--- src/rtl/mac_acc_sequencer.sv ---
`timescale 1ns/1ps
// mac_acc_sequencer: job-level controller that runs one MAC job on mac_acc_block and returns accumulator deltas
// Ports:
//   clk, rst                      clock, asynchronous active-low reset
//   job_valid/job_ready           job request handshake, job_mode/job_len latched on accept
//   op_valid/op_ready, op_p0..3   operand beat stream, one beat per handshake
//   partial0..3, cfg, mac_en      drive into mac_acc_block
//   acc0..3                       mac_acc_block accumulator outputs
//   res_valid/res_ready, res0..3  job result handshake
//   busy                          high whenever a job is in progress
module mac_acc_sequencer #(
  parameter int INT_WIDTH = 32,
  parameter int ACC_WIDTH = 32,
  parameter int CONF_WIDTH = 3,
  parameter int CNT_WIDTH = 16,
  parameter int SETTLE = 2,
  parameter logic [CONF_WIDTH-2:0] MODE_DUAL = (CONF_WIDTH-1)'(1),
  parameter logic [CONF_WIDTH-2:0] MODE_QUAD = (CONF_WIDTH-1)'(2)
) (
  input  logic                            clk,
  input  logic                            rst,
  input  logic                            job_valid,
  output logic                            job_ready,
  input  logic [CONF_WIDTH-2:0]           job_mode,
  input  logic [CNT_WIDTH-1:0]            job_len,
  input  logic                            op_valid,
  output logic                            op_ready,
  input  logic [INT_WIDTH-1:0]            op_p0,
  input  logic [INT_WIDTH-1:0]            op_p1,
  input  logic [INT_WIDTH-1:0]            op_p2,
  input  logic [INT_WIDTH-1:0]            op_p3,
  output logic [INT_WIDTH-1:0]            partial0,
  output logic [INT_WIDTH-1:0]            partial1,
  output logic [INT_WIDTH-1:0]            partial2,
  output logic [INT_WIDTH-1:0]            partial3,
  output logic [4*ACC_WIDTH+CONF_WIDTH-1:0] cfg,
  output logic                            mac_en,
  input  logic [ACC_WIDTH-1:0]            acc0,
  input  logic [ACC_WIDTH-1:0]            acc1,
  input  logic [ACC_WIDTH-1:0]            acc2,
  input  logic [ACC_WIDTH-1:0]            acc3,
  output logic                            res_valid,
  input  logic                            res_ready,
  output logic [ACC_WIDTH-1:0]            res0,
  output logic [ACC_WIDTH-1:0]            res1,
  output logic [ACC_WIDTH-1:0]            res2,
  output logic [ACC_WIDTH-1:0]            res3,
  output logic                            busy
);
  localparam int SW = $clog2(SETTLE) + 1;
  localparam int W2 = 2 * ACC_WIDTH;
  localparam int W4 = 4 * ACC_WIDTH;
  typedef enum logic [2:0] {S_IDLE, S_LOAD_A, S_LOAD_B, S_RUN, S_SETTLE, S_DONE} state_t;
  state_t state, state_d;
  logic [CNT_WIDTH-1:0] rem;
  logic [SW-1:0] settle_cnt;
  logic [CONF_WIDTH-2:0] mode_q;
  logic acc_sel_q;
  logic [W4-1:0] acc_w, base_q, res_q, diff, diff_single;
  logic [W2-1:0] diff_lo, diff_hi;
  logic beat;
  assign beat = op_valid & op_ready;
  assign acc_w = {acc3, acc2, acc1, acc0};
  // A zero partial is a hold because the block adds on every enabled cycle.
  assign partial0 = beat ? op_p0 : '0;
  assign partial1 = beat ? op_p1 : '0;
  assign partial2 = beat ? op_p2 : '0;
  assign partial3 = beat ? op_p3 : '0;
  // Initial-value field stays zero: results come from snapshots, not from clearing.
  assign cfg = {{W4{1'b0}}, acc_sel_q, mode_q};
  assign {res3, res2, res1, res0} = res_q;
  // Difference at the carry width of the latched mode; modular wrap is harmless.
  genvar k;
  for (k = 0; k < 4; k++) begin : g_lane
    assign diff_single[k*ACC_WIDTH +: ACC_WIDTH] = acc_w[k*ACC_WIDTH +: ACC_WIDTH] - base_q[k*ACC_WIDTH +: ACC_WIDTH];
  end
  assign diff_lo = acc_w[W2-1:0] - base_q[W2-1:0];
  assign diff_hi = acc_w[W4-1:W2] - base_q[W4-1:W2];
  assign diff = mode_q == MODE_QUAD ? acc_w - base_q :
                mode_q == MODE_DUAL ? {diff_hi, diff_lo} : diff_single;
  always_ff @(posedge clk or negedge rst)
    if (!rst) state <= S_IDLE;
    else state <= state_d;
  always_comb begin
    state_d = state;
    case (state)
      S_IDLE:   if (job_valid) state_d = S_LOAD_A;
      S_LOAD_A: state_d = S_LOAD_B;
      S_LOAD_B: state_d = rem == '0 ? S_SETTLE : S_RUN;
      S_RUN:    if (beat && rem == CNT_WIDTH'(1)) state_d = S_SETTLE;
      S_SETTLE: if (settle_cnt == '0) state_d = S_DONE;
      S_DONE:   if (res_ready) state_d = S_IDLE;
      default:  state_d = S_IDLE;
    endcase
  end
  always_comb begin
    job_ready = rst && state == S_IDLE;
    op_ready = state == S_RUN;
    mac_en = state inside {S_LOAD_A, S_LOAD_B, S_RUN, S_SETTLE};
    res_valid = state == S_DONE;
    busy = state != S_IDLE;
  end
  always_ff @(posedge clk or negedge rst)
    if (!rst) begin
      rem <= '0;
      settle_cnt <= '0;
      mode_q <= '0;
      acc_sel_q <= 1'b0;
      base_q <= '0;
      res_q <= '0;
    end else begin
      if (state == S_IDLE && job_valid) begin
        mode_q <= job_mode;
        rem <= job_len;
        acc_sel_q <= 1'b1;
      end
      if (state == S_LOAD_B) base_q <= acc_w;
      if (beat) rem <= rem - 1'b1;
      if (state_d == S_SETTLE && state != S_SETTLE) settle_cnt <= SW'(SETTLE - 1);
      else if (state == S_SETTLE) settle_cnt <= settle_cnt - 1'b1;
      if (state == S_SETTLE && settle_cnt == '0) res_q <= diff;
    end
endmodule
--- config.mk ---
export PLATFORM = sky130hd
export DESIGN_NAME = mac_acc_sequencer
export DESIGN_NICKNAME = d
export VERILOG_FILES = /design/src/rtl/mac_acc_sequencer.sv
export SDC_FILE = /design/constraint.sdc
export NUM_CORES = 1
export LEC_CHECK = 0
export ABC_AREA = 1
export CAP_MARGIN = 25
export CORE_ASPECT_RATIO = 0.8
export CORE_MARGIN = 2
export CORE_UTILIZATION = 45
export DETAILED_ROUTE_END_ITERATION = 8
export PLACE_DENSITY_LB_ADDON = 0.15
export SYNTH_ARGS = -nofsm -noshare
export SYNTH_HDL_FRONTEND = slang
export SYNTH_SLANG_ARGS = --single-unit
--- constraint.sdc ---
create_clock -name clk -period 5.15 [get_ports clk]
set_clock_uncertainty 0.1 [all_clocks]
set_input_delay 0.515 -clock clk [delete_from_list [all_inputs] [get_ports clk]]
set_output_delay 0.515 -clock clk [all_outputs]
set_load 0.05 [all_outputs]
==> out/results.tsv, run 1 <==
metric	value	unit
status	finished clean	
seq_area_frac_synth	24.0	%
ys_seq_elements	280	
via_count	34000	
period_needed	4.27	ns
grt_pass1_wl	204000	um
finalSetupTns	0	ns
hold_viol	0	
relSlewSlack	30.3	%
end_kind	primary output	
arrival	3.66	ns
yosys-top-cells-count	nand2_1, inv_1, nor2_1, dfrtp_1, o21ai_0	
synth_warnings	0	
worst_hold_path_type	in2async	
worstMarginPinSlew	1.04	ns
synth_top_area_cell	nand2_1	
cts_tree	yes	
cts_root_buffer	clkbuf_16	
syn_avg_cell_area	5.61	sq um
final_util	56.5	%
p_leak	20.4	nW
cts_num_sinks	280	
clock_latency	0.58	ns
post-synth-top-count-cell	nand2_1	
coreArea	64200	sq um
drc	0	
ir_worst_vdd	467	uV
met1_usage	59.6	%
worstPathMaxFanout	57	
p_per_area	576	nW/um^2
cts_resized	0	
busiest_layer	met1	
ant_nets	0	
rsz0062_at_grt	no	
start_util	45.5	%
synth_top_area_share	26.0	%
layout-drive-gt1-share	3.47	%
hold-worst-slack	0.359	ns
antenna_found_initial	12	
dp_slack	1.04	ns
dp_cells	6515	
setup_viol	0	
post_synth_inst_count	5200	
met3_usage	11.7	%
pin_count	671	
r2r_cells	13	
required	4.53	ns
fin_cells	6587	
met2_usage	59.0	%
switching_share	59.4	%
rows	83	
synthTopCellsByArea	nand2_1, dfrtp_1, inv_1	
overflow	0	
numCtsBuffers	35	
synth-edff-count	0	
power.switching	12.4	mW
slew_viol_final	0	
clockBufferDepth	3	
clk_pin_slew	0.06	ns
via_per_inst	5.16	
grt_max_degree	165	
clkPwrFrac	12.6	%
routed_wl	144000	um
internal_power	8.47	mW
first_pass_iters	8	
synth.distinct_cells	46	
pwr-share-seq	14.4	%
fin_nets	6120	
synth-async-reset-ratio	100	%
ys.flop_type	dfrtp_1	
drtIter0Drc	4436	
fin_crit_sh	83.0	%
syn_area	29200	sq um
setup_ws	0.877	ns
max_cap_violations	0	
htreeDepth	2	
die_x	289	um
wl_per_cell	21.8	um
die_y	232	um
port_buffers	542	
grt_pass1_vias	30300	
critPathKind	reg2out	
dieArea	66900	sq um
cp-start-kind	register	
gp_congestion	1.07	
dpl.hpwl	122000	um
fmax	0.234	GHz
track_usage	41.8	%
area_growth	24.2	%
pwr-share-comb	73.1	%
## area by class of cell
class / instances / area (sq um)
multi-input cells: 3685 / 17100
repair buffers: 566 / 5660
clock inverters: 15 / 185
clock buffers: 48 / 995
inverters: 1135 / 4260
diodes: 8 / 20.0
well taps: 850 / 1060
flip-flops and latches: 280 / 7010
fillers: 6666 / 27900
## cells in the final DEF, fill, tap and decap left out, drive strengths merged
cell type      instances
nand2               2035
inv                 1138
clkdlybuf4s50        541
nor2                 497
dfrtp                280
o21ai                273
nand3                234
a21oi                148
ha                   134
conb                 128
xnor2                 48
clkbuf                48
nor3                  36
xor2                  31
buf                   24
a21o                  20
nand3b                15
or2                   13
o21bai                12
o22ai                 11
nand4                 10
diode                  8
o211ai                 8
a31oi                  7
clkinv                 7
a21boi                 6
nor4                   5
fa                     4
and2                   3
clkinvlp               3
bufinv                 2
o21a                   1
and3                   1
mux2i                  1
o22a                   1
o311ai                 1
o221ai                 1
mux2                   1
dlygate4sd3            1
## logic make-up after synthesis
kind of cell / after synthesis / synth area share [%]
xor+xnor: 79 / 2.37
fa+ha+maj: 138 / 6.02
buf+inv: 1362 / 19.3
other cells: 1 / 0.0128
flops: 280 / 24.0
mux: 2 / 0.0729
simple gates: 2849 / 39.3
compound gates: 489 / 8.93
## repair_timing
item	in CTS	in global routing
buffers inserted	0	0
hold buffers	1	0
hold endpoints to repair	53	0
## path summary, 6_finish.rpt
kind | from | endpoint | slack [ns]
setup / recovery | state[2] | partial3[11] | 0.88
hold / removal | rst | res_q[8] | 0.36
setup reg to reg | base_q[50] | res_q[54] | 1.45
hold reg to reg | acc_sel_q | acc_sel_q | 0.37
max in group asynchronous | rst | base_q[78] | 2.76
min in group clk | acc_sel_q | acc_sel_q | 0.37
## sequential cells by signal, indices dropped and copies added (netlist names)
signal      flops
acc_sel_q       1
base_q        128
mode_q          2
rem            16
res_q         128
settle_cnt      2
state           3
## stage by stage
stage	power, mW	area, sq um
2_1_floorplan	12.6	29700
3_3_place_gp	17.4	35000
3_5_place_dp	17.5	35000
4_1_cts	20.2	36200
5_1_grt	22.1	36200
6_report	20.9	36200
## worst max-delay path, stage by stage, from the launching register on
cell	delay, ns
dfrtp_1	0.41
inv_2	0.12
nand3_1	0.14
nor2_2	0.60
inv_4	0.42
buf_4	0.37
nor2_1	0.16
clkdlybuf4s50_1	0.82
## per-layer routing
| layer | routed length (um) | vias to the layer above |
|---|---|---|
| li1 | - | 16200 |
| met1 | 61800 | 15500 |
| met2 | 56800 | 1969 |
| met3 | 18100 | 255 |
| met4 | 6970 | 4 |
| met5 | 32 | - |
## power by group through the flow
stage | Clock [mW] | Combinational (mW) | Sequential (mW)
finish | 2.62 | 15.2 | 3.00
global route | 2.73 | 16.4 | 3.06
CTS | 2.64 | 14.6 | 3.00
detailed placement | 0 | 14.5 | 3.04
global placement | 0 | 14.4 | 3.01
floorplan | 0 | 9.61 | 3.00
Note: power is estimated with default switching activity, not from simulation.
==> run 2: changes to the inputs <==
clock period = 4.3 ns   (was 5.15 ns; I/O delays follow)
==> out/results.tsv, run 2 (same netlist as run 1, synthesis figures left out) <==
metric	value	unit	change
cts_tree	yes		
period_needed	3.86	ns	
arrival	3.33	ns	-0.33 ns
status	finished clean		
overflow	0		unchanged
placed_area	35200	sq um	+0.53%
worstMarginPinSlew	1.03	ns	-0.0132 ns
die_x	289	um	unchanged
hold_viol	0		unchanged
relSlewSlack	31.2	%	+0.88 points
ir_worst_vdd	363	uV	-22%
wl_per_cell	21.7	um	-0.60%
dieArea	66900	sq um	unchanged
grt_pass1_vias	30400		+0.36%
port_buffers	542		unchanged
fmax	0.259	GHz	
fin_nets	6143		+0.38%
drc	0		unchanged
worst_hold_path_type	in2async		
cp-start-kind	register		
max_cap_violations	0		unchanged
mostFrequentLayoutCell	nand2_1		
cts_num_sinks	280		unchanged
drtIter0Drc	4068		-8.3%
cts_root_buffer	clkbuf_16		
required	3.77	ns	-0.76 ns
end_kind	primary output		
setup_viol	0		unchanged
dp_cells	6538		+0.35%
cpPeakStageDelay	1.01	ns	+0.19 ns
gp_congestion	1.07		-0.64%
top_regs	base_q (128), res_q (128), rem (16)		
final_util	56.8	%	+0.31 points
coreArea	64200	sq um	unchanged
via_per_inst	5.14		-0.54%
grt_pass1_wl	205000	um	+0.48%
dpl.hpwl	122000	um	-0.50%
clk_pin_slew	0.06	ns	about the same
rsz0062_at_grt	no		
path_cells	inv_2 -> nand3_1 -> nor2_2 -> inv_4 -> buf_4 -> nor2_1 -> clkdlybuf4s50_1		
grt_max_degree	173		+4.8%
critPathSlowestCell	clkdlybuf4s50_1		
first_pass_iters	8		unchanged
antenna_found_initial	15		+3
fin_crit_sh	89.7	%	
worstPathMaxFanout	66		+16%
routed_wl	143000	um	-0.23%
clockBufferDepth	3		unchanged
via_count	34000		-0.16%
critPathKind	reg2out		
die_y	232	um	unchanged
fin_cells	6612		+0.38%
area_growth	24.9	%	
p_per_area	688	nW/um^2	+19%
track_usage	42.0	%	+0.12 points
ant_nets	0		unchanged
finalSetupTns	0	ns	unchanged
clock_latency	0.58	ns	about the same
final_cell_mix	nand2_1, inv_1, clkdlybuf4s50_1		
stdcell_area	36400	sq um	+0.54%
p_total	25.1	mW	+20%
fill_cells	6633		-0.50%
numCtsBuffers	35		unchanged
cts_setup_buffers	0		unchanged
rows	83		unchanged
layout-drive-gt1-share	3.77	%	+0.30 points
pin_count	671		unchanged
start_util	45.5	%	unchanged
htreeDepth	2		unchanged
slew_viol_final	0		unchanged
p_leak	20.6	nW	+0.59%
run 2: changes by cell type in the layout (fill, tap and decap cells not counted), sizes merged, moves of 2 or more:
cell	previous run	this run
buf	24	47
bufinv	2	4
clkbuf	48	51
clkinv	7	4
clkinvlp	3	1
diode	8	11
run 2: path summary, 6_finish.rpt:
path | start | end | slack, ns | cells after the start
setup / recovery | state[2] | partial1[19] | 0.44 | 7
hold / removal | rst | res_q[12] | 0.27 | 2
setup reg to reg | base_q[33] | res_q[109] | 0.68 | 17
hold reg to reg | acc_sel_q | acc_sel_q | 0.37 | 2
max in group asynchronous | rst | base_q[82] | 2.48 | 3
min in group clk | job_mode[1] | mode_q[1] | 0.34 | 3
run 2: worst max-delay path: cells and delay by family (launching register included):
family	cells	cell delay (ns)
simple gates	3	0.53
buf+inv	4	1.73
flops	1	0.42
run 2: final cells by class:
type                       count  area, sq um  area share, %
sequential                   280         7010           19.2
tap                          850         1060           2.92
clock inverter                11          176          0.484
multi-input combinational   3685        17100           46.8
timing repair buffer         589         5850           16.0
antenna                       11         27.5         0.0755
clock buffer                  51         1010           2.76
inverter                    1135         4260           11.7
run 2: what timing repair did:
item	CTS	global route
hold endpoints to repair	53	0
hold buffers	1	0
resized for setup	0	0
run 2: per-stage QoR:
stage / hold WS, ns / setup WS [ns]
global placement: 0.288 / 0.412
floorplan: 0.0344 / 1.79
finish: 0.272 / 0.441
CTS: 0.274 / 0.508
detailed placement: 0.287 / 0.419
global route: 0.311 / 0.349
run 2: routing by layer:
layer,track usage (%),part of all wire (%),wire (um),vias up
met5,0,0.036,51,-
met4,20.7,5.7,8110,8
met3,13.5,13,18800,289
met2,57.3,39,55500,1916
met1,58.7,42,60900,15500
li1,-,-,-,16300
run 2: power by group:
group          internal [mW]  total [mW]  switching (mW)
clock                   1.87        3.20            1.32
sequential              3.33        3.60           0.265
combinational           5.20        18.3            13.1
total                   10.4        25.1            14.7
